## config.mk

```make
export PLATFORM = sky130hd
export DESIGN_NAME = io_bus_arbiter
export DESIGN_NICKNAME = d
export VERILOG_FILES = /design/src/rtl/io_bus_arbiter.sv
export SDC_FILE = /design/constraint.sdc
export NUM_CORES = 1
export LEC_CHECK = 0
export ABC_AREA = 1
export CAP_MARGIN = 20
export CELL_PAD_IN_SITES_DETAIL_PLACEMENT = 1
export CELL_PAD_IN_SITES_GLOBAL_PLACEMENT = 1
export CORE_AREA = 8 8 168 170
export DETAILED_ROUTE_END_ITERATION = 8
export DIE_AREA = 0 0 176 178
export PLACE_DENSITY_LB_ADDON = 0.25
export SYNTH_ARGS = -nofsm -noshare
export SYNTH_HDL_FRONTEND = slang
export SYNTH_SLANG_ARGS = --single-unit
export TNS_END_PERCENT = 30
```

## constraint.sdc

```tcl
create_clock -name clk -period 4.95 [get_ports clk]
set_input_delay 0.495 -clock clk [delete_from_list [all_inputs] [get_ports clk]]
set_output_delay 0.495 -clock clk [all_outputs]
set_load 0.01 [all_outputs]
```

## src/rtl/io_bus_arbiter.sv

```systemverilog
// io_bus_arbiter: two-master round-robin arbiter and transaction sequencer
// for the shared memory-mapped IO bus. Master 0 is the core data port,
// master 1 the accelerator DMA/control port.
//
// state  | meaning
// -------+-------------------------------------------------------------------
// IDLE   | bus free; arbitrate between master requests and latch the winner
// ACCESS | io_req high with the latched command; wait for io_ready or timeout
// RESP   | one-cycle completion: owner's gnt (+err) pulse, priority flips
module io_bus_arbiter #(
    parameter int ADDR_WIDTH     = 32,
    parameter int DATA_WIDTH     = 32,
    parameter int TIMEOUT_CYCLES = 16
) (
    input  logic                  clk,
    input  logic                  rst,

    input  logic                  m0_req,
    input  logic                  m0_we,
    input  logic [ADDR_WIDTH-1:0] m0_addr,
    input  logic [DATA_WIDTH-1:0] m0_wdata,
    output logic [DATA_WIDTH-1:0] m0_rdata,
    output logic                  m0_gnt,
    output logic                  m0_err,

    input  logic                  m1_req,
    input  logic                  m1_we,
    input  logic [ADDR_WIDTH-1:0] m1_addr,
    input  logic [DATA_WIDTH-1:0] m1_wdata,
    output logic [DATA_WIDTH-1:0] m1_rdata,
    output logic                  m1_gnt,
    output logic                  m1_err,

    output logic                  io_req,
    output logic                  io_we,
    output logic [ADDR_WIDTH-1:0] io_addr,
    output logic [DATA_WIDTH-1:0] io_wdata,
    input  logic [DATA_WIDTH-1:0] io_rdata,
    input  logic                  io_ready,

    output logic                  busy,
    output logic                  owner
);

    // Counter only has to reach TIMEOUT_CYCLES-1; keep at least one bit.
    localparam int               CNT_W    = (TIMEOUT_CYCLES > 2) ? $clog2(TIMEOUT_CYCLES) : 1;
    localparam logic [CNT_W-1:0] CNT_LAST = CNT_W'(TIMEOUT_CYCLES - 1);

    typedef enum logic [1:0] {
        ST_IDLE   = 2'd0,
        ST_ACCESS = 2'd1,
        ST_RESP   = 2'd2
    } state_t;

    state_t                state;
    state_t                state_nxt;

    logic                  load;
    logic                  sel;
    logic                  done;
    logic                  timeout;
    logic                  cnt_inc;

    logic                  rr_ptr;
    logic                  owner_q;
    logic [CNT_W-1:0]      cnt;
    logic                  err_q;
    logic                  io_we_q;
    logic [ADDR_WIDTH-1:0] io_addr_q;
    logic [DATA_WIDTH-1:0] io_wdata_q;
    logic [DATA_WIDTH-1:0] m0_rdata_q;
    logic [DATA_WIDTH-1:0] m1_rdata_q;
    logic [DATA_WIDTH-1:0] resp_data;

    // State register
    always_ff @(posedge clk or posedge rst) begin
        if (rst) begin
            state <= ST_IDLE;
        end else begin
            state <= state_nxt;
        end
    end

    // Next-state logic and per-cycle control strobes
    always_comb begin
        state_nxt = state;
        load      = 1'b0;
        sel       = 1'b0;
        done      = 1'b0;
        timeout   = 1'b0;
        cnt_inc   = 1'b0;
        case (state)
            ST_IDLE: begin
                if (m0_req || m1_req) begin
                    load      = 1'b1;
                    // Contention goes to whoever was not served last.
                    sel       = (m0_req && m1_req) ? rr_ptr : m1_req;
                    state_nxt = ST_ACCESS;
                end
            end
            ST_ACCESS: begin
                if (io_ready) begin
                    done      = 1'b1;
                    state_nxt = ST_RESP;
                end else if (cnt == CNT_LAST) begin
                    done      = 1'b1;
                    timeout   = 1'b1;
                    state_nxt = ST_RESP;
                end else begin
                    cnt_inc   = 1'b1;
                end
            end
            ST_RESP: begin
                state_nxt = ST_IDLE;
            end
            default: begin
                state_nxt = ST_IDLE;
            end
        endcase
    end

    // Latch the winner's command and identity when leaving IDLE
    always_ff @(posedge clk or posedge rst) begin
        if (rst) begin
            owner_q    <= 1'b0;
            io_we_q    <= 1'b0;
            io_addr_q  <= '0;
            io_wdata_q <= '0;
        end else if (load) begin
            owner_q    <= sel;
            io_we_q    <= sel ? m1_we    : m0_we;
            io_addr_q  <= sel ? m1_addr  : m0_addr;
            io_wdata_q <= sel ? m1_wdata : m0_wdata;
        end
    end

    // Stall counter: cleared per transaction, saturates at its last value
    always_ff @(posedge clk or posedge rst) begin
        if (rst) begin
            cnt <= '0;
        end else if (load) begin
            cnt <= '0;
        end else if (cnt_inc && (cnt != CNT_LAST)) begin
            cnt <= cnt + CNT_W'(1);
        end
    end

    // Writes and timed-out accesses return zero read data.
    assign resp_data = (io_ready && !io_we_q) ? io_rdata : '0;

    // Completion status, presented during RESP
    always_ff @(posedge clk or posedge rst) begin
        if (rst) begin
            err_q <= 1'b0;
        end else if (done) begin
            err_q <= timeout;
        end
    end

    // Per-master read data, only touched on that master's completion
    always_ff @(posedge clk or posedge rst) begin
        if (rst) begin
            m0_rdata_q <= '0;
            m1_rdata_q <= '0;
        end else if (done) begin
            if (owner_q) begin
                m1_rdata_q <= resp_data;
            end else begin
                m0_rdata_q <= resp_data;
            end
        end
    end

    // Round-robin pointer: after a grant the other master gets priority
    always_ff @(posedge clk or posedge rst) begin
        if (rst) begin
            rr_ptr <= 1'b0;
        end else if (state == ST_RESP) begin
            rr_ptr <= ~owner_q;
        end
    end

    // All outputs decode from registers, so io_req has no path from m*_req.
    assign io_req   = (state == ST_ACCESS);
    assign busy     = (state == ST_ACCESS) || (state == ST_RESP);
    assign m0_gnt   = (state == ST_RESP) && !owner_q;
    assign m1_gnt   = (state == ST_RESP) &&  owner_q;
    assign m0_err   = m0_gnt && err_q;
    assign m1_err   = m1_gnt && err_q;
    assign owner    = owner_q;
    assign io_we    = io_we_q;
    assign io_addr  = io_addr_q;
    assign io_wdata = io_wdata_q;
    assign m0_rdata = m0_rdata_q;
    assign m1_rdata = m1_rdata_q;

endmodule

```

---- Word-level counts from Yosys, hierarchy flattened ----
Index checks and enable logic that the tools add are counted.
operators by class
  $add $sub $neg .......................... 1
  equal/unequal tests ..................... 6
  mux-type cells .......................... 23
  bitwise operators ....................... 1
  reductions and logical operators ........ 16
operators with widths
  cell                 number
  $mux 32              3
  $mux 1               14
  $mux 4               2
  $logic_and 1x1->1    7
  $mux 2               3
  $reduce_and 2->1     3
  $add 4x1->4 const B  1
  $eq 4x4->1 const B   1
  $ne 4x4->1 const B   1
  $pmux 2 s2           1
  $ne 3x1->1 const B   1
  $eq 2x1->1 const B   1
  $eq 2x2->1 const B   1
  $logic_not 1->1      2
  $logic_not 2->1      1
  $logic_or 1x1->1     2
  $ne 2x2->1 const B   1
  $reduce_bool 2->1    1
  $not 1->1            1
word-level totals
  bits in registers ....................... 138
  bits of input ports ..................... 167
  output and inout port bits .............. 136
  word-level logic and storage cells ...... 57

---- Logic depth before layout (Yosys ltp) ----
  depth after elaboration ................. 7
  gate-level depth with buffers ........... 10
  depth with buffers taken out ............ 9

---- Worst setup path after synthesis ----
OpenSTA, ideal clock, no wires.
  path kind ............................... reg2out
  from .................................... register owner_q, in the netlist owner
  to ...................................... output m0_err
  arrival ................................. 1.089 ns
  data required time ...................... 4.455 ns
  setup slack ............................. 3.366 ns
  stages on the path, launching flop included .. 4
  path buffers ............................ 2
  cell sequence ........................... dfrtp_1 buf_2 buf_1 nor3_1
on the way
  longest elaborated chain between the ends .. 3
ends and longest elaborated chain
  item                    RTL line  text
  from (decl)             65        logic owner_q;
  from (signal assigned)  130       owner_q <= sel;
  $logic_not 1->1         186       assign m0_gnt = (state == ST_RESP) && !owner_q;
  $logic_and 1x1->1       186
  $logic_and 1x1->1       188       assign m0_err = m0_gnt && err_q;
  to (decl)               24        output logic m0_err,
No other way between the ends.

---- Worst setup path in the final report ----
  from .................................... register state[0]
  to ...................................... output m0_err
on the way
  longest elaborated chain between the ends .. 3
ends and longest elaborated chain
  item                    RTL line  text
  from (decl)             55        state_t state;
  from (signal assigned)  80        state <= state_nxt;
  $eq 2x2->1              186
  $logic_and 1x1->1       186
  $logic_and 1x1->1       188
No other way between the ends.

==> results by group <==
Status
  – Result of the run: complete, no violations

Floorplanning
  – Die height: 178 um
  – Chip width: 176 um
  – Initial Util: 29.30%
  – Core Region: 0.02562 mm^2
  – # rows: 59
  – DIE AREA: 0.03133 mm^2
  – Boundary pin count: 303

CTS
  – Worst-case clock buffer depth: 2
  – Postcts setup bufs: 0
  – Num CTS Buffers: 17
  – CTS clk-pin slew, worst paths: 0.06 ns
  – Post-cts gate resize count: 0
  – Clk sinks: 138
  – Clock latency on the worst-skew pair: 0.42 ns
  – Hold Buf Count CTS: 0
  – CTS tree: built
  – Clock root buffer: clkbuf_16
  – H-tree depth: 4

Timing
  – Period Utilization, post-route: 50.95%
  – Final Max Tran Viols: 0
  – Final Hold Viols: 0
  – Fmax: 396.5 MHz
  – Worst clock skew: 0.01535 ns
  – Worst relative slew slack: 39.40%
  – Slew @ Worst Pin: 0.9080 ns
  – Min Tclk post-route: 2.522 ns
  – RSZ-0062 raised after global routing: false
  – Final total negative setup slack: 0 ns
  – # setup viols final: 0

Hold path
  – HP Start: io_addr[29]$_DFFE_PP0P_
  – Type of the worst min-delay path: flop to flop

Yosys
  – Mean Syn Cell Area: 6.750 um^2
  – Post-Syn Nets: 1284
  – Share of the synthesized area in the top cell type: 46.01%
  – Flop and latch count out of synthesis: 138
  – Synth area leader: dfrtp_1
  – Mapped Area: 0.007506 mm^2
  – Yosys cell types: 18
  – Seq/Total Area, Yosys: 46.01%
  – Syn. warnings: 0
  – Cell count after synthesis: 1112
  – Synth top area cells: dfrtp_1, nand2_1, inv_1

Setup path
  – Critical path origin: state[0]$_DFFE_PP0P_
  – CP Max Fanout: 3
  – Origin of the critical flop-to-flop path: owner$_DFFE_PP0P_
  – Worst R2R Setup Slack: 2.45 ns
  – Setup crit start kind: flop
  – Crit end category: primary output
  – WP data arrival: 2.03 ns
  – Critical Path RT: 4.45 ns
  – Worst Setup Path Type: flop to primary output

Layout
  – Most common cell after layout, fill and taps aside: nand2_1
  – Layout cells sized above 1: 3.799%
  – P&R area growth vs syn: 52.01%
  – Most frequent cells in the layout: nand2_1, clkdlybuf4s50_1, inv_1
  – Final-stage net count: 1554

Power
  – Sequential power share: 30.2%
  – Pint: 3982 uW
  – Clock power share: 20.4%
  – Peak supply drop: 0.2267 mV
  – Net Sw Frac: 39.91%
  – Lkg Pwr: 0.006504 uW
  – Comb pwr share: 49.4%
  – Pwr Total: 6627 uW
  – PD cells: 580.8 mW/mm^2
  – P_sw: 2645 uW

Placed design
  – Post-DP HPWL: 20630 um
  – Port Buffers: 302
  – Routability congestion estimate: 0.7848

Route
  – DRT Wirelength: 28650 um
  – Detailed Route Iter0 Violations: 408
  – Drt pass-1 iters: 4
  – DRC: 0
  – Via Count: 7731
  – ANT nets after route: 0
  – Vias per cell: 4.466
  – Routed len/inst: 16.55 um

Run
  – Max-cap violations: 0

Global route
  – Tot GR Track Use: 18.41%
  – Largest net degree at the start of global routing: 68
  – First-pass GRT wire length: 45870 um
  – Initial antenna violation count: 1
  – Vias in the first global route: 8212
  – Total grt overflow: 0
## Yosys cell counts
cell type	n
nand2_1	477
inv_1	242
dfrtp_1	138
nand3_1	74
nand4_1	65
nor2_1	37
buf_2	30
clkbuf_1	21
buf_4	11
ha_1	5
buf_1	3
o21ai_0	3
a21oi_1	1
clkinv_1	1
nor2_2	1
nor3_1	1
o21ai_2	1
xor2_1	1
## logic make-up (layout without fill, tap and decap cells)
family          Yosys count  after routing  share of synthesized area (%)
other cells               0              1                              0
xor+xnor                  1              1                         0.1167
fa+ha+maj                 5              5                         0.8335
flops                   138            138                          46.01
compound gates            5              5                         0.3833
simple gates            655            655                          36.21
buf+inv                 308            591                          16.45
## final cells by class
cell class                 count  area (um^2)
fill                        3213        14210
sequential                   138         3453
timing repair buffer         316         3163
multi-input combinational    666         2843
inverter                     243        917.1
clock buffer                  18        429.2
tap                          335        419.2
clock inverter                14        182.7
antenna                        1        2.502
## power groups by stage
stage	combinational, uW	sequential [uW]	clock, uW
finish	3270	2000	1350
detailed placement	3340	2010	0
global route	3630	2070	1440
floorplan	1320	2210	0
CTS	3350	2010	1390
global placement	3240	2000	0
## metal layers
layer / share of wire (%) / vias to the layer above / global-route usage, %
met4: 2.3 / 0 / 6.217
li1: - / 3811 / -
met5: 0 / - / 0
met2: 47 / 233 / 29.97
met1: 43 / 3657 / 22.38
met3: 8.3 / 30 / 6.478
## final timing paths
kind | end | depth (start not counted)
setup / recovery | m0_err | 5
hold / removal | io_addr[29]$_DFFE_PP0P_ | 2
setup reg to reg | m0_rdata[16]$_DFFE_PP0P_ | 7
hold reg to reg | io_addr[29]$_DFFE_PP0P_ | 2
max in group asynchronous | io_wdata[12]$_DFFE_PP0P_ | 3
min in group asynchronous | m0_rdata[25]$_DFFE_PP0P_ | 2
## worst max-delay path: stages (launching register included)
cell             delay (ns)
dfrtp_1                0.40
inv_1                  0.13
ha_1                   0.18
inv_1                  0.07
nor3_1                 0.24
clkdlybuf4s50_1        0.60
## sequential cells by signal (all words and copies together) (netlist names)
register / cells
m0_rdata: 32
cnt: 4
owner: 1
state: 2
err_q: 1
io_addr: 32
io_we: 1
io_wdata: 32
m1_rdata: 32
rr_ptr: 1
## through the flow
step	area (um^2)	worst slack (ns)	std cells	hold WS (ns)	util (%)
2_1_floorplan	7506	0.7588	1112	0.4524	-
3_3_place_gp	10740	2.193	1696	0.4607	41.93
3_5_place_dp	10800	2.206	1698	0.4639	42.14
4_1_cts	11410	2.395	1730	0.4808	44.53
5_1_grt	11410	2.203	1731	0.5056	44.54
6_report	11410	2.428	1731	0.4753	44.54
(Power assumes the default switching activity.)
